## src/rtl/mem_router.sv

```systemverilog
// Address-decoding router: one master onto CNT slaves, responses returned in request order.
// Optional local decode-error responder enabled by defining MEM_ROUTER_DECERR_EN.
module mem_router #(
  parameter int CNT         = 2,
  parameter int QUEUE_DEPTH = 4,
  parameter int ADDR_WIDTH  = 32,
  parameter int DATA_WIDTH  = 32,
  parameter logic [ADDR_WIDTH-1:0] BASE [CNT] = '{32'h0000_0000, 32'h1000_0000},
  parameter logic [ADDR_WIDTH-1:0] MASK [CNT] = '{32'hF000_0000, 32'hF000_0000}
) (
  input  logic                           clk,
  input  logic                           rst,
  input  logic                           master_req_valid,
  output logic                           master_req_ready,
  input  logic [ADDR_WIDTH-1:0]          master_req_addr,
  input  logic [DATA_WIDTH-1:0]          master_req_data,
  output logic                           master_resp_valid,
  input  logic                           master_resp_ready,
  output logic [DATA_WIDTH-1:0]          master_resp_data,
  output logic [CNT-1:0]                 slave_req_valid,
  input  logic [CNT-1:0]                 slave_req_ready,
  output logic [ADDR_WIDTH-1:0]          slave_req_addr,
  output logic [DATA_WIDTH-1:0]          slave_req_data,
  input  logic [CNT-1:0]                 slave_resp_valid,
  output logic [CNT-1:0]                 slave_resp_ready,
  input  logic [CNT-1:0][DATA_WIDTH-1:0] slave_resp_data
);

`ifdef MEM_ROUTER_DECERR_EN
  localparam int NIDX        = CNT + 1;
  localparam int DEFAULT_IDX = CNT;
`else
  localparam int NIDX        = CNT;
  localparam int DEFAULT_IDX = CNT - 1;
`endif
  localparam int IDXW = (NIDX > 1) ? $clog2(NIDX) : 1;
  localparam int PTRW = (QUEUE_DEPTH > 1) ? $clog2(QUEUE_DEPTH) : 1;
  localparam int CNTW = $clog2(QUEUE_DEPTH + 1);

  logic [IDXW-1:0] sel;
  logic            sel_ready;
  logic            q_enq_ready;
  logic            enq_fire;
  logic            q_deq_valid;
  logic [IDXW-1:0] q_head;
  logic            head_valid;
  logic [DATA_WIDTH-1:0] head_data;
  logic            deq_fire;

  logic [IDXW-1:0] q_mem [QUEUE_DEPTH];
  logic [PTRW-1:0] head_ptr;
  logic [PTRW-1:0] tail_ptr;
  logic [CNTW-1:0] q_count;

  function automatic logic [PTRW-1:0] next_ptr(input logic [PTRW-1:0] p);
    return (p == PTRW'(QUEUE_DEPTH - 1)) ? '0 : p + PTRW'(1);
  endfunction

  // Lowest matching slave wins; unmapped addresses fall to the default index.
  always_comb begin
    sel = IDXW'(DEFAULT_IDX);
    for (int i = CNT - 1; i >= 0; i--) begin
      if ((master_req_addr & MASK[i]) == BASE[i]) sel = IDXW'(i);
    end
  end

  always_comb begin
    sel_ready = 1'b1;
    for (int i = 0; i < CNT; i++) begin
      if (sel == IDXW'(i)) sel_ready = slave_req_ready[i];
    end
  end

  assign q_enq_ready      = (q_count != CNTW'(QUEUE_DEPTH));
  assign master_req_ready = sel_ready && q_enq_ready && !rst;
  assign enq_fire         = master_req_valid && master_req_ready;
  assign slave_req_addr   = master_req_addr;
  assign slave_req_data   = master_req_data;

  always_comb begin
    slave_req_valid = '0;
    for (int i = 0; i < CNT; i++) begin
      slave_req_valid[i] = master_req_valid && (sel == IDXW'(i)) && q_enq_ready && !rst;
    end
  end

  // An empty queue forwards the entry being enqueued so a combinational slave can answer in-cycle.
  assign q_deq_valid = (q_count != '0) || enq_fire;
  assign q_head      = (q_count == '0) ? sel : q_mem[head_ptr];

  // A head index with no slave behind it is the local error responder: always valid, zero data.
  always_comb begin
    head_valid = 1'b1;
    head_data  = '0;
    for (int i = 0; i < CNT; i++) begin
      if (q_head == IDXW'(i)) begin
        head_valid = slave_resp_valid[i];
        head_data  = slave_resp_data[i];
      end
    end
  end

  assign master_resp_valid = q_deq_valid && head_valid && !rst;
  assign master_resp_data  = head_data;
  assign deq_fire          = master_resp_valid && master_resp_ready;

  always_comb begin
    slave_resp_ready = '0;
    for (int i = 0; i < CNT; i++) begin
      slave_resp_ready[i] = q_deq_valid && (q_head == IDXW'(i)) && master_resp_ready && !rst;
    end
  end

  always_ff @(posedge clk) begin
    if (rst) begin
      head_ptr <= '0;
      tail_ptr <= '0;
      q_count  <= '0;
    end else begin
      if (enq_fire) begin
        q_mem[tail_ptr] <= sel;
        tail_ptr        <= next_ptr(tail_ptr);
      end
      if (deq_fire) head_ptr <= next_ptr(head_ptr);
      q_count <= q_count + CNTW'(enq_fire) - CNTW'(deq_fire);
    end
  end

endmodule
```

## config.mk

```make
export PLATFORM = sky130hd
export DESIGN_NAME = mem_router
export DESIGN_NICKNAME = d
export VERILOG_FILES = /design/src/rtl/mem_router.sv
export SDC_FILE = /design/constraint.sdc
export NUM_CORES = 1
export LEC_CHECK = 0
export ABC_AREA = 1
export CAP_MARGIN = 10
export CORE_AREA = 2 2 91 93
export DETAILED_ROUTE_END_ITERATION = 10
export DIE_AREA = 0 0 93 95
export PLACE_DENSITY = 0.71
export SLEW_MARGIN = 15
export SYNTH_ARGS = -nofsm -noshare
export SYNTH_HDL_FRONTEND = slang
export SYNTH_SLANG_ARGS = --single-unit
```

## constraint.sdc

```tcl
create_clock -name clk -period 7.1 [get_ports clk]
set_input_delay 1.42 -clock clk [delete_from_list [all_inputs] [get_ports clk]]
set_output_delay 1.42 -clock clk [all_outputs]
set_load 0.1 [all_outputs]
```

==> parameters.txt <==
Parameter                              Value

Status
  Result of the run ... finished, final reports clean

Global routing
  Global-route total usage across every layer ... 0.121
  Final global-route overflow total ... 0
  Largest net degree at the start of global routing ... 35
  First-pass GRT wire length ... 8280 um
  Via count of the first global-routing pass ... 1564
  Number of antenna violations at the first check in global routing ... 0

Drt
  Number of DRC violations after detailed routing ... 0
  Overall via count from detail_route ... 1714
  Detailed-route wire length per cell ... 13.8 um
  Initial detailed-routing violation count ... 48
  Antenna violation net count after detailed routing ... 0
  Routed WL ... 5950 um
  First-pass iteration count of the detailed router ... 4
  Detailed-route vias per instance ... 3.99

Worst hold path
  Worst hold path depth ... 2
  Min-delay worst type ... flop to flop
  Hold path start ... head_ptr[0]

Floorplan
  Effective utilization at floorplan ... 0.220
  Die area ... 8840 um2
  Floorplan Core Area ... 7930 um2
  Num rows ... 33
  Number of ports placed on the die boundary ... 238
  Die span in x ... 93 um
  Chip height ... 95 um

Synth
  Yosys top cell by area ... buf_4
  Commonest cells in the synthesized netlist ... nand2_1 (110), buf_4 (64), inv_1 (20), nor2_1 (16), dfxtp_1 (9)
  Post-synthesis cell count ... 274
  Cell types occupying the most area after synthesis ... buf_4 (28%), nand2_1 (24%), dfxtp_1 (10%)
  Share of the synthesized area in the top cell type ... 0.275
  Summed instance area of the synthesized netlist ... 1750 um2
  Post-synth EDFFs ... 4
  Warning count from the yosys run ... 0
  Number of synthesized register bits ... 13
  Most frequent cell after synthesis ... nand2_1
  Number of distinct library cell variants in the gate-level netlist after synthesis ... 27
  Dominant register cell in the synthesized netlist ... dfxtp_1
  Synth Net Count ... 418
  Proportion of register bits with asynchronous set or reset after synthesis ... 0
  Avg Synthesized Cell Area ... 6.37 um2
  Sequential fraction of the synthesis area ... 0.172

Finish
  Final standard cell count with taps included and fillers excluded ... 430
  Ratio of cells with drive above 1 in the final layout ... 0.0738
  Number of antenna diodes ... 0
  Layout overhead on the synthesized area ... 47.8%
  Sequential Area ... 300 um2
  Filler instances ... 837
  Final nets ... 470
  Multi-input gate area ... 841 um2

Clocking
  Clk_lat worst skew ... 240 ps
  TritonCTS clock tree ... done
  Number of buffers added to fix hold violations after cts ... 0
  Maximum count of clock buffers along a single path ... 2
  Count of cells resized by post-cts repair ... 0
  CTS buffer count ... 3
  Cell at the root of the clock tree ... clkbuf_8
  Clock transition at the register clock pins on the worst setup and hold paths after CTS ... 50 ps
  H-tree depth ... 1
  Setup Buffers After CTS ... 0
  Sinks on the clock net ... 13

Timing
  Max-slew violation total from the final report ... 0
  Number of hold-slack violations in the final timing report ... 0
  Slew at the pin with the worst max-slew slack ... 1000 ps
  Worst max-slew margin expressed relative to the limit ... 0.330
  Final total negative setup slack ... 0 ps
  WHS ... 517 ps
  Setup repair after global routing missed its margin ... no
  Final critical-path share of the clock period ... 0.823
  Crit path time final ... 5840 ps
  Maximum clock frequency ... 171 MHz
  Number of setup violations in the final report ... 0
  Worst Skew ... 3.21 ps

Critical path
  Startpoint type of the worst setup path ... input port
  Worst reg2reg path endpoint ... q_count[2]
  Worst endpoint required time ... 5680 ps
  Worst-case reg-to-reg path depth ... 14
  Path type of the worst setup path ... input port to output port
  Max FO, Critical Path ... 34
  Reg2Reg Launch Point ... q_count[1]
  Worst Path Arrival ... 4420 ps
  Kind of end point of the critical path ... output port
  Worst reg-to-reg setup slack ... 4720 ps

Power
  Power, Total ... 0.961 mW
  Leakage power figure ... 1.17 nW
  Total power density per cell area ... 373 nW/um2
  Maximum ir drop on the vdd rail ... 0.163 mV

Place
  Final estimated routing congestion in global placement ... 0.754
  Port bufs ... 117
  Number of placed cells counting well taps ... 426
  Sum of net half-perimeters after detailed placement ... 5160 um

Flow run
  Max-cap violation count ... 0
[cells in the final DEF, fill, tap and decap left out, types with 2 or more instances in the layout]
cell type        count
inv_1               20
ha_1                 7
nand2_4              5
nand3_1              6
nor2_1              16
nand2_2              2
nand2_1            110
inv_2                5
nor2_4               3
nand4_1              2
edfxtp_1             4
clkdlybuf4s50_1    116
clkbuf_8             3
dfxtp_1              9
a21oi_1              3
[cell type report]
cell class	count	area share
multi-input cells	166	0.326
well taps	105	0.0509
inverters	25	0.0364
flip-flops and latches	13	0.116
clock buffers	4	0.0175
repair buffers	117	0.453
[critical path: stages]
cell and delay (ps):
clkdlybuf4s50_1 520, nor2_4 60, nand2_4 110, inv_1 70, nand2_2 90, nand2_4 220
inv_2 470, nand2_1 190, nand2_1 100, clkdlybuf4s50_1 1140
[how the worst max path moves through the flow]
stage / startpoint / to / cells past startpoint / slack, ps
after floorplan: master_req_addr[29] / slave_resp_ready[0] / 8 / 2340
after global placement: master_req_addr[29] / master_resp_data[28] / 10 / 1260
after detailed placement: master_req_addr[29] / master_resp_data[28] / 10 / 1220
after CTS: master_req_addr[29] / master_resp_data[28] / 10 / 1220
after global routing: master_req_addr[30] / master_resp_data[28] / 10 / 1080
final: master_req_addr[29] / master_resp_data[28] / 10 / 1260
[cells by family after synthesis]
group | Yosys count | share of synthesized area
compound gates | 7 | 0.0280
xor+xnor | 1 | 0.00502
fa+ha+maj | 8 | 0.0616
buf+inv | 95 | 0.346
flops | 13 | 0.172
simple gates | 150 | 0.387
[metrics by stage]
stage                util  instance area [um2]  setup slack [ps]
finish              0.325                 2580              1260
global route        0.325                 2580              1080
CTS                 0.325                 2580              1220
detailed placement  0.320                 2530              1220
global placement    0.320                 2530              1260
floorplan               -                 1750              2340
[power by group]
group	total (mW)	internal [mW]	leakage, nW	switching (mW)
sequential	0.0953	0.0856	0.108	0.00968
combinational	0.800	0.187	1.04	0.612
clock	0.0662	0.0397	0.0228	0.0266
[metal layers]
metal / global-route usage / wire length [um] / vias up
met4: 0.0650 / 262 / 0
met3: 0.0319 / 482 / 39
li1: - / - / 865
met2: 0.212 / 3030 / 69
met1: 0.134 / 2180 / 741
met5: 0 / 0 / -
Note: power is estimated with default switching activity, not from simulation.
